==> config.mk <==
export PLATFORM = sky130hd
export DESIGN_NAME = gpi_periph
export DESIGN_NICKNAME = d
export VERILOG_FILES = /design/src/rtl/gpi_periph.sv
export SDC_FILE = /design/constraint.sdc
export NUM_CORES = 1
export LEC_CHECK = 0
export CAP_MARGIN = 5
export CORE_UTILIZATION = 53
export CTS_CLUSTER_DIAMETER = 80
export DETAILED_ROUTE_END_ITERATION = 6
export GPL_ROUTABILITY_DRIVEN = 0
export PLACE_DENSITY = 0.84
export SLEW_MARGIN = 20
export SYNTH_ARGS = -nofsm -noshare
export SYNTH_HDL_FRONTEND = slang
export SYNTH_SLANG_ARGS = --single-unit
==> constraint.sdc <==
create_clock -name clk -period 4.4 [get_ports clk]
set_input_delay 0.44 -clock clk [delete_from_list [all_inputs] [get_ports clk]]
set_output_delay 0.44 -clock clk [all_outputs]
set_load 0.005 [all_outputs]
==> src/rtl/gpi_periph.sv <==
// -----------------------------------------------------------------------------
// gpi_periph
//
// Memory-mapped general-purpose input peripheral. External pins are passed
// through a two-flop synchronizer and a per-bit debounce counter. Sticky
// rising/falling edge flags (write-1-to-clear) drive a maskable, registered
// interrupt. The CPU reads registers through a 1-cycle registered read port
// that returns 0 whenever the peripheral is not being read.
//
// Register map (address[3:2], address[9:4] must be zero, address[1:0] ignored):
//   0x0 STATE (RO)  debounced pin levels
//   0x4 RISE  (W1C) sticky rising-edge flags
//   0x8 FALL  (W1C) sticky falling-edge flags
//   0xC MASK  (RW)  interrupt enables
//
// Ports:
//   clk       system clock
//   reset     synchronous, active-high reset
//   pins      asynchronous external inputs
//   sel       bus select for this peripheral
//   address   byte address within the peripheral window
//   data_in   CPU write data
//   width     byte enables (bit0 gates data_in[7:0])
//   write     write strobe
//   data_out  registered read data, 0 when not being read
//   irq       level interrupt request
// -----------------------------------------------------------------------------
module gpi_periph #(
    parameter int N_INPUTS        = 8,
    parameter int DEBOUNCE_CYCLES = 16
) (
    input  logic                clk,
    input  logic                reset,
    input  logic [N_INPUTS-1:0] pins,
    input  logic                sel,
    input  logic [9:0]          address,
    input  logic [31:0]         data_in,
    input  logic [3:0]          width,
    input  logic                write,
    output logic [31:0]         data_out,
    output logic                irq
);

    localparam int              CNT_W   = $clog2(DEBOUNCE_CYCLES);
    localparam logic [CNT_W-1:0] CNT_MAX = CNT_W'(DEBOUNCE_CYCLES - 1);
    localparam logic [CNT_W-1:0] CNT_ONE = CNT_W'(1);

    localparam logic [1:0] REG_STATE = 2'd0;
    localparam logic [1:0] REG_RISE  = 2'd1;
    localparam logic [1:0] REG_FALL  = 2'd2;
    localparam logic [1:0] REG_MASK  = 2'd3;

    logic [N_INPUTS-1:0] sync1_q, sync2_q;
    logic [N_INPUTS-1:0] state_q, state_d;
    logic [N_INPUTS-1:0] rise_q,  rise_d;
    logic [N_INPUTS-1:0] fall_q,  fall_d;
    logic [N_INPUTS-1:0] mask_q,  mask_d;
    logic [CNT_W-1:0]    cnt_q [N_INPUTS];
    logic [CNT_W-1:0]    cnt_d [N_INPUTS];
    logic [31:0]         data_out_q, data_out_d;
    logic                irq_q, irq_d;

    logic                mapped, wr_en, rd_en;
    logic [1:0]          reg_idx;
    logic [N_INPUTS-1:0] clr_rise, clr_fall, rd_val;
    logic                unused_bits;

    // Debounce: the counter runs only while the synchronized input disagrees
    // with the debounced level; any agreement restarts it, so only an
    // uninterrupted run of DEBOUNCE_CYCLES disagreeing samples flips the state.
    // NOTE: every combinationally assigned signal gets a default first so
    // no path leaves it unassigned and no latch is inferred.
    always_comb begin
        state_d = state_q;
        cnt_d   = cnt_q;
        for (int i = 0; i < N_INPUTS; i++) begin
            if (sync2_q[i] == state_q[i]) begin
                cnt_d[i] = '0;
            end else if (cnt_q[i] == CNT_MAX) begin
                state_d[i] = sync2_q[i];
                cnt_d[i]   = '0;
            end else begin
                cnt_d[i] = cnt_q[i] + CNT_ONE;
            end
        end
    end

    // Bus decode
    always_comb begin
        mapped  = (address[9:4] == 6'd0);
        reg_idx = address[3:2];
        wr_en   = sel & write & width[0] & mapped;
        rd_en   = sel & ~write & mapped;
    end

    // Flags: an edge detected this cycle is OR'd in after the clear, so a
    // simultaneous set wins over a write-1-to-clear.
    always_comb begin
        clr_rise = (wr_en && reg_idx == REG_RISE) ? data_in[N_INPUTS-1:0] : '0;
        clr_fall = (wr_en && reg_idx == REG_FALL) ? data_in[N_INPUTS-1:0] : '0;
        rise_d   = (rise_q & ~clr_rise) | (state_d & ~state_q);
        fall_d   = (fall_q & ~clr_fall) | (~state_d & state_q);
        mask_d   = (wr_en && reg_idx == REG_MASK) ? data_in[N_INPUTS-1:0] : mask_q;
        irq_d    = |((rise_q | fall_q) & mask_q);
    end

    // Read port: returns current register contents one edge after the request.
    always_comb begin
        rd_val = '0;
        case (reg_idx)
            REG_STATE: rd_val = state_q;
            REG_RISE:  rd_val = rise_q;
            REG_FALL:  rd_val = fall_q;
            REG_MASK:  rd_val = mask_q;
            default:   rd_val = '0;
        endcase
        data_out_d = rd_en ? 32'(rd_val) : 32'd0;
    end

    // NOTE: sequential state is updated with non-blocking assignments only,
    // so every flop samples the pre-edge values regardless of block order.
    always_ff @(posedge clk) begin
        if (reset) begin
            sync1_q    <= '0;
            sync2_q    <= '0;
            state_q    <= '0;
            rise_q     <= '0;
            fall_q     <= '0;
            mask_q     <= '0;
            data_out_q <= '0;
            irq_q      <= 1'b0;
            // NOTE: the counter array is real state (a reset mid-debounce must
            // discard partial counts), so each entry is cleared explicitly.
            for (int i = 0; i < N_INPUTS; i++) begin
                cnt_q[i] <= '0;
            end
        end else begin
            sync1_q    <= pins;
            sync2_q    <= sync1_q;
            state_q    <= state_d;
            rise_q     <= rise_d;
            fall_q     <= fall_d;
            mask_q     <= mask_d;
            data_out_q <= data_out_d;
            irq_q      <= irq_d;
            cnt_q      <= cnt_d;
        end
    end

    assign data_out = data_out_q;
    assign irq      = irq_q;

    // Address byte offset, upper write data and upper byte enables carry no
    // meaning for this peripheral.
    assign unused_bits = ^{address[1:0], data_in[31:N_INPUTS], width[3:1]};

endmodule

==> run_summary.xml <==
<?xml version="1.0" encoding="UTF-8"?>
<metrics>
  <group name="final_layout">
    <metric name="final_core_utilization" unit="%">64.22</metric>
    <metric name="design.final.nets" unit="">481</metric>
    <metric name="fraction_of_layout_instances_using_a_drive_strength_above_1" unit="%">7.381</metric>
    <metric name="mostFrequentLayoutCells" unit="">89 x dfxtp_1, 40 x nor2b_1, 37 x nor2_1</metric>
    <metric name="area.growth.synth_to_final" unit="%">15.77</metric>
    <metric name="num_antenna_cells" unit="">0</metric>
    <metric name="layout_commonest_cell" unit="">dfxtp_1</metric>
  </group>
  <group name="sta">
    <metric name="finalSetupViolations" unit="">0</metric>
    <metric name="hold_slack" unit="ns">0.4095</metric>
    <metric name="timing_worst_slew_pin_value" unit="ns">0.7741</metric>
    <metric name="final_max_slew_viol_count" unit="">0</metric>
    <metric name="timing.clock.skew" unit="ns">0.009318</metric>
    <metric name="grt_setup_unrepaired" unit="">no</metric>
    <metric name="maxSlewHeadroom" unit="%">48.01</metric>
    <metric name="fin_setup_tns" unit="ns">0</metric>
    <metric name="fraction_of_the_cycle_the_final_worst_path_needs" unit="%">52.37</metric>
    <metric name="timing.fmax" unit="GHz">0.4339</metric>
    <metric name="final_hold_viol_count" unit="">0</metric>
    <metric name="final_period_minus_worst_setup_slack" unit="ns">2.304</metric>
  </group>
  <group name="clock_network">
    <metric name="max-clock-path-buffers" unit="">2</metric>
    <metric name="cts_resized" unit="">0</metric>
    <metric name="cts.sinks" unit="">89</metric>
    <metric name="number_of_buffers_added_by_the_clock_tree_synthesis_step" unit="">9</metric>
    <metric name="cts_setup_buffers" unit="">0</metric>
    <metric name="clock_tree.htree_level_count" unit="">3</metric>
    <metric name="clockRootBuffer" unit="">clkbuf_8</metric>
    <metric name="worstSkewPairLatency" unit="ns">0.35</metric>
    <metric name="tritoncts_clock_tree" unit="">yes</metric>
    <metric name="cts_hold_buf" unit="">0</metric>
    <metric name="clk_pin_slew" unit="ns">0.08</metric>
  </group>
  <group name="detailed_routing">
    <metric name="post-route-drc-count" unit="">0</metric>
    <metric name="drtPass1Iterations" unit="">6</metric>
    <metric name="count_of_routing_violations_after_the_opening_detailed_route_iteration" unit="">137</metric>
    <metric name="routed_wirelength" unit="mm">6.602</metric>
    <metric name="routed_vias_inst" unit="">5.101</metric>
    <metric name="vias" unit="">2632</metric>
    <metric name="antenna_violating_nets_post_route" unit="">0</metric>
    <metric name="mean_routed_wirelength_per_cell" unit="um">12.79</metric>
  </group>
  <group name="synthesis">
    <metric name="number_of_enable_flip_flop_cells_after_synthesis" unit="">0</metric>
    <metric name="async_flop_share" unit="%">0</metric>
    <metric name="synthCells" unit="">385</metric>
    <metric name="synth_seq_area_share" unit="%">46.51</metric>
    <metric name="synth.cell_area" unit="um^2">3831</metric>
    <metric name="synth_cell_types" unit="">32</metric>
    <metric name="yosys_most_used_dff" unit="">dfxtp_1</metric>
    <metric name="synth_area_per_cell" unit="um^2">9.951</metric>
    <metric name="synthesis.yosys.warnings" unit="">0</metric>
    <metric name="synth.ff_latch_count" unit="">89</metric>
  </group>
  <group name="floorplan">
    <metric name="ioPinCount" unit="">91</metric>
    <metric name="die-width" unit="um">87.02</metric>
    <metric name="die_height" unit="um">87.02</metric>
    <metric name="die_area" unit="um^2">7572</metric>
    <metric name="floorplan.core_area" unit="um^2">6907</metric>
    <metric name="floorplan.initialDensity" unit="%">55.47</metric>
    <metric name="placement_rows" unit="">30</metric>
  </group>
  <group name="power">
    <metric name="power.switching" unit="mW">0.3159</metric>
    <metric name="cell_internal_pwr" unit="mW">1.318</metric>
    <metric name="clk_network_pwr_share" unit="%">45.2</metric>
    <metric name="pwr-share-comb" unit="%">4.6</metric>
    <metric name="p_per_area" unit="nW/um^2">368.4</metric>
    <metric name="finalPower" unit="mW">1.634</metric>
    <metric name="ir_worst_vdd" unit="mV">0.1671</metric>
    <metric name="power.share.sequential" unit="%">50.1</metric>
    <metric name="leakage" unit="nW">1.602</metric>
    <metric name="switching_share_of_power" unit="%">19.33</metric>
  </group>
  <group name="global_route">
    <metric name="grt_overflow_total" unit="">0</metric>
    <metric name="grt_usage" unit="%">18.79</metric>
    <metric name="pin_count_of_the_biggest_net_entering_global_routing" unit="">59</metric>
    <metric name="antenna_violations_before_repair" unit="">0</metric>
    <metric name="grt_pass1_wl" unit="mm">10.83</metric>
    <metric name="vias_in_the_first_global_route" unit="">2407</metric>
  </group>
  <group name="worst_hold_path">
    <metric name="worstHoldPathType" unit="">input port to flip-flop</metric>
  </group>
  <group name="critical_path">
    <metric name="cpPeakStageDelay" unit="ns">0.89</metric>
    <metric name="timing.critical_path.slowest_stage_cell" unit="">clkdlybuf4s50_1</metric>
    <metric name="crit_required" unit="ns">4.67</metric>
    <metric name="worst_setup_path_end_kind" unit="">flip-flop</metric>
    <metric name="timing.critical_path.max_delay_family" unit="">simple AND/OR/NAND/NOR gates</metric>
    <metric name="worstPathBufferInverterCount" unit="">1</metric>
    <metric name="crit_path_max_fanout" unit="">10</metric>
    <metric name="crit_path_cell_trace" unit="">clkdlybuf4s50_1 &gt; nand4_1 &gt; nor4_4 &gt; mux2i_1</metric>
    <metric name="critPathLaunchType" unit="">input port</metric>
    <metric name="critPathKind" unit="">input port to flip-flop</metric>
    <metric name="worst_ep_arrival_time" unit="ns">2.58</metric>
  </group>
  <group name="place">
    <metric name="placement.io_buffers" unit="">37</metric>
    <metric name="detailedPlacementHpwl" unit="mm">4.676</metric>
  </group>
  <group name="job">
    <metric name="cap_viol_max_count" unit="">0</metric>
  </group>
  <group name="outcome">
    <metric name="run_status" unit="">complete, no violations</metric>
  </group>
</metrics>
[layout make-up]
class	count	area, um^2
Sequential cell	89	1782
Clock inverter	5	125.1
Fill cell	555	2471
Tap cell	96	120.1
Inverter	9	33.78
Clock buffer	11	151.4
Multi-Input combinational cell	268	1851
Timing Repair Buffer	38	372.9
[path summary, 6_finish.rpt]
path / startpoint / endpoint / slack (ns) / cells after the start
setup / recovery: address[2] / mask_q[4]$_SDFFE_PP0P_ / 2.10 / 4
hold reg to reg: sync1_q[6]$_SDFF_PP0_ / sync2_q[6]$_SDFF_PP0_ / 0.44 / 1
hold / removal: reset / state_q[0]$_SDFF_PP0_ / 0.41 / 2
setup reg to reg: cnt_q[24]$_SDFF_PP0_ / cnt_q[25]$_SDFF_PP0_ / 2.95 / 4
[cell families (layout without fill, tap and decap cells)]
| family | count (synthesis) | in the layout | synth area share (%) |
|---|---|---|---|
| multiplexers | 24 | 24 | 8.883 |
| flip-flops | 89 | 89 | 46.51 |
| other | 1 | 24 | 0.09788 |
| buffers and inverters | 51 | 63 | 7.446 |
| adder cells (fa/ha/maj) | 8 | 8 | 2.613 |
| AND/OR/NAND/NOR | 137 | 137 | 20.61 |
| AO/OA/AOI/OAI | 53 | 53 | 8.818 |
| XOR/XNOR | 22 | 22 | 5.030 |
[registers in the layout, summed over array words and instances (netlist names)]
| register | cells |
|---|---|
| cnt_q | 32 |
| sync2_q | 8 |
| mask_q | 8 |
| rise_q | 8 |
| sync1_q | 8 |
| data_out | 8 |
| irq | 1 |
| state_q | 8 |
| fall_q | 8 |
[routing by layer]
layer	up-vias	GRT usage, %	share of wire [%]
met4	0	9.394	1.5
met5	-	0	0
met3	11	3.886	4.0
met2	68	32.00	49
met1	1224	22.50	45
li1	1329	-	-
[synthesized netlist by cell type (all sizes together), types with 9 or more instances]
cell type / count / area share, %
inv: 9 / 0.88
nor2: 37 / 3.6
buf: 27 / 5.1
dfxtp: 89 / 47
nand2b: 17 / 2.8
clkbuf: 15 / 1.5
o21ai: 10 / 1.3
nor2b: 40 / 6.5
xnor2: 14 / 3.2
a21oi: 17 / 2.2
mux2i: 16 / 4.2
[through the flow]
stage          cells  cell area, um^2  setup slack, ns
2_1_floorplan    408             3918            2.555
3_3_place_gp     500             4159            1.768
3_5_place_dp     500             4159            1.716
4_1_cts          516             4436            2.074
5_1_grt          516             4436            1.916
6_report         516             4436            2.096
[power by group through the flow]
| stage | combinational [mW] | sequential (mW) | clock [mW] |
|---|---|---|---|
| 6_report | 0.0759 | 0.819 | 0.739 |
| 5_1_grt | 0.0839 | 0.820 | 0.783 |
| 4_1_cts | 0.0765 | 0.819 | 0.749 |
| 3_5_place_dp | 0.0761 | 0.838 | 0 |
| 3_3_place_gp | 0.0744 | 0.838 | 0 |
| 2_1_floorplan | 0.0580 | 0.837 | 0 |
Power figures use the tool's default switching activity.
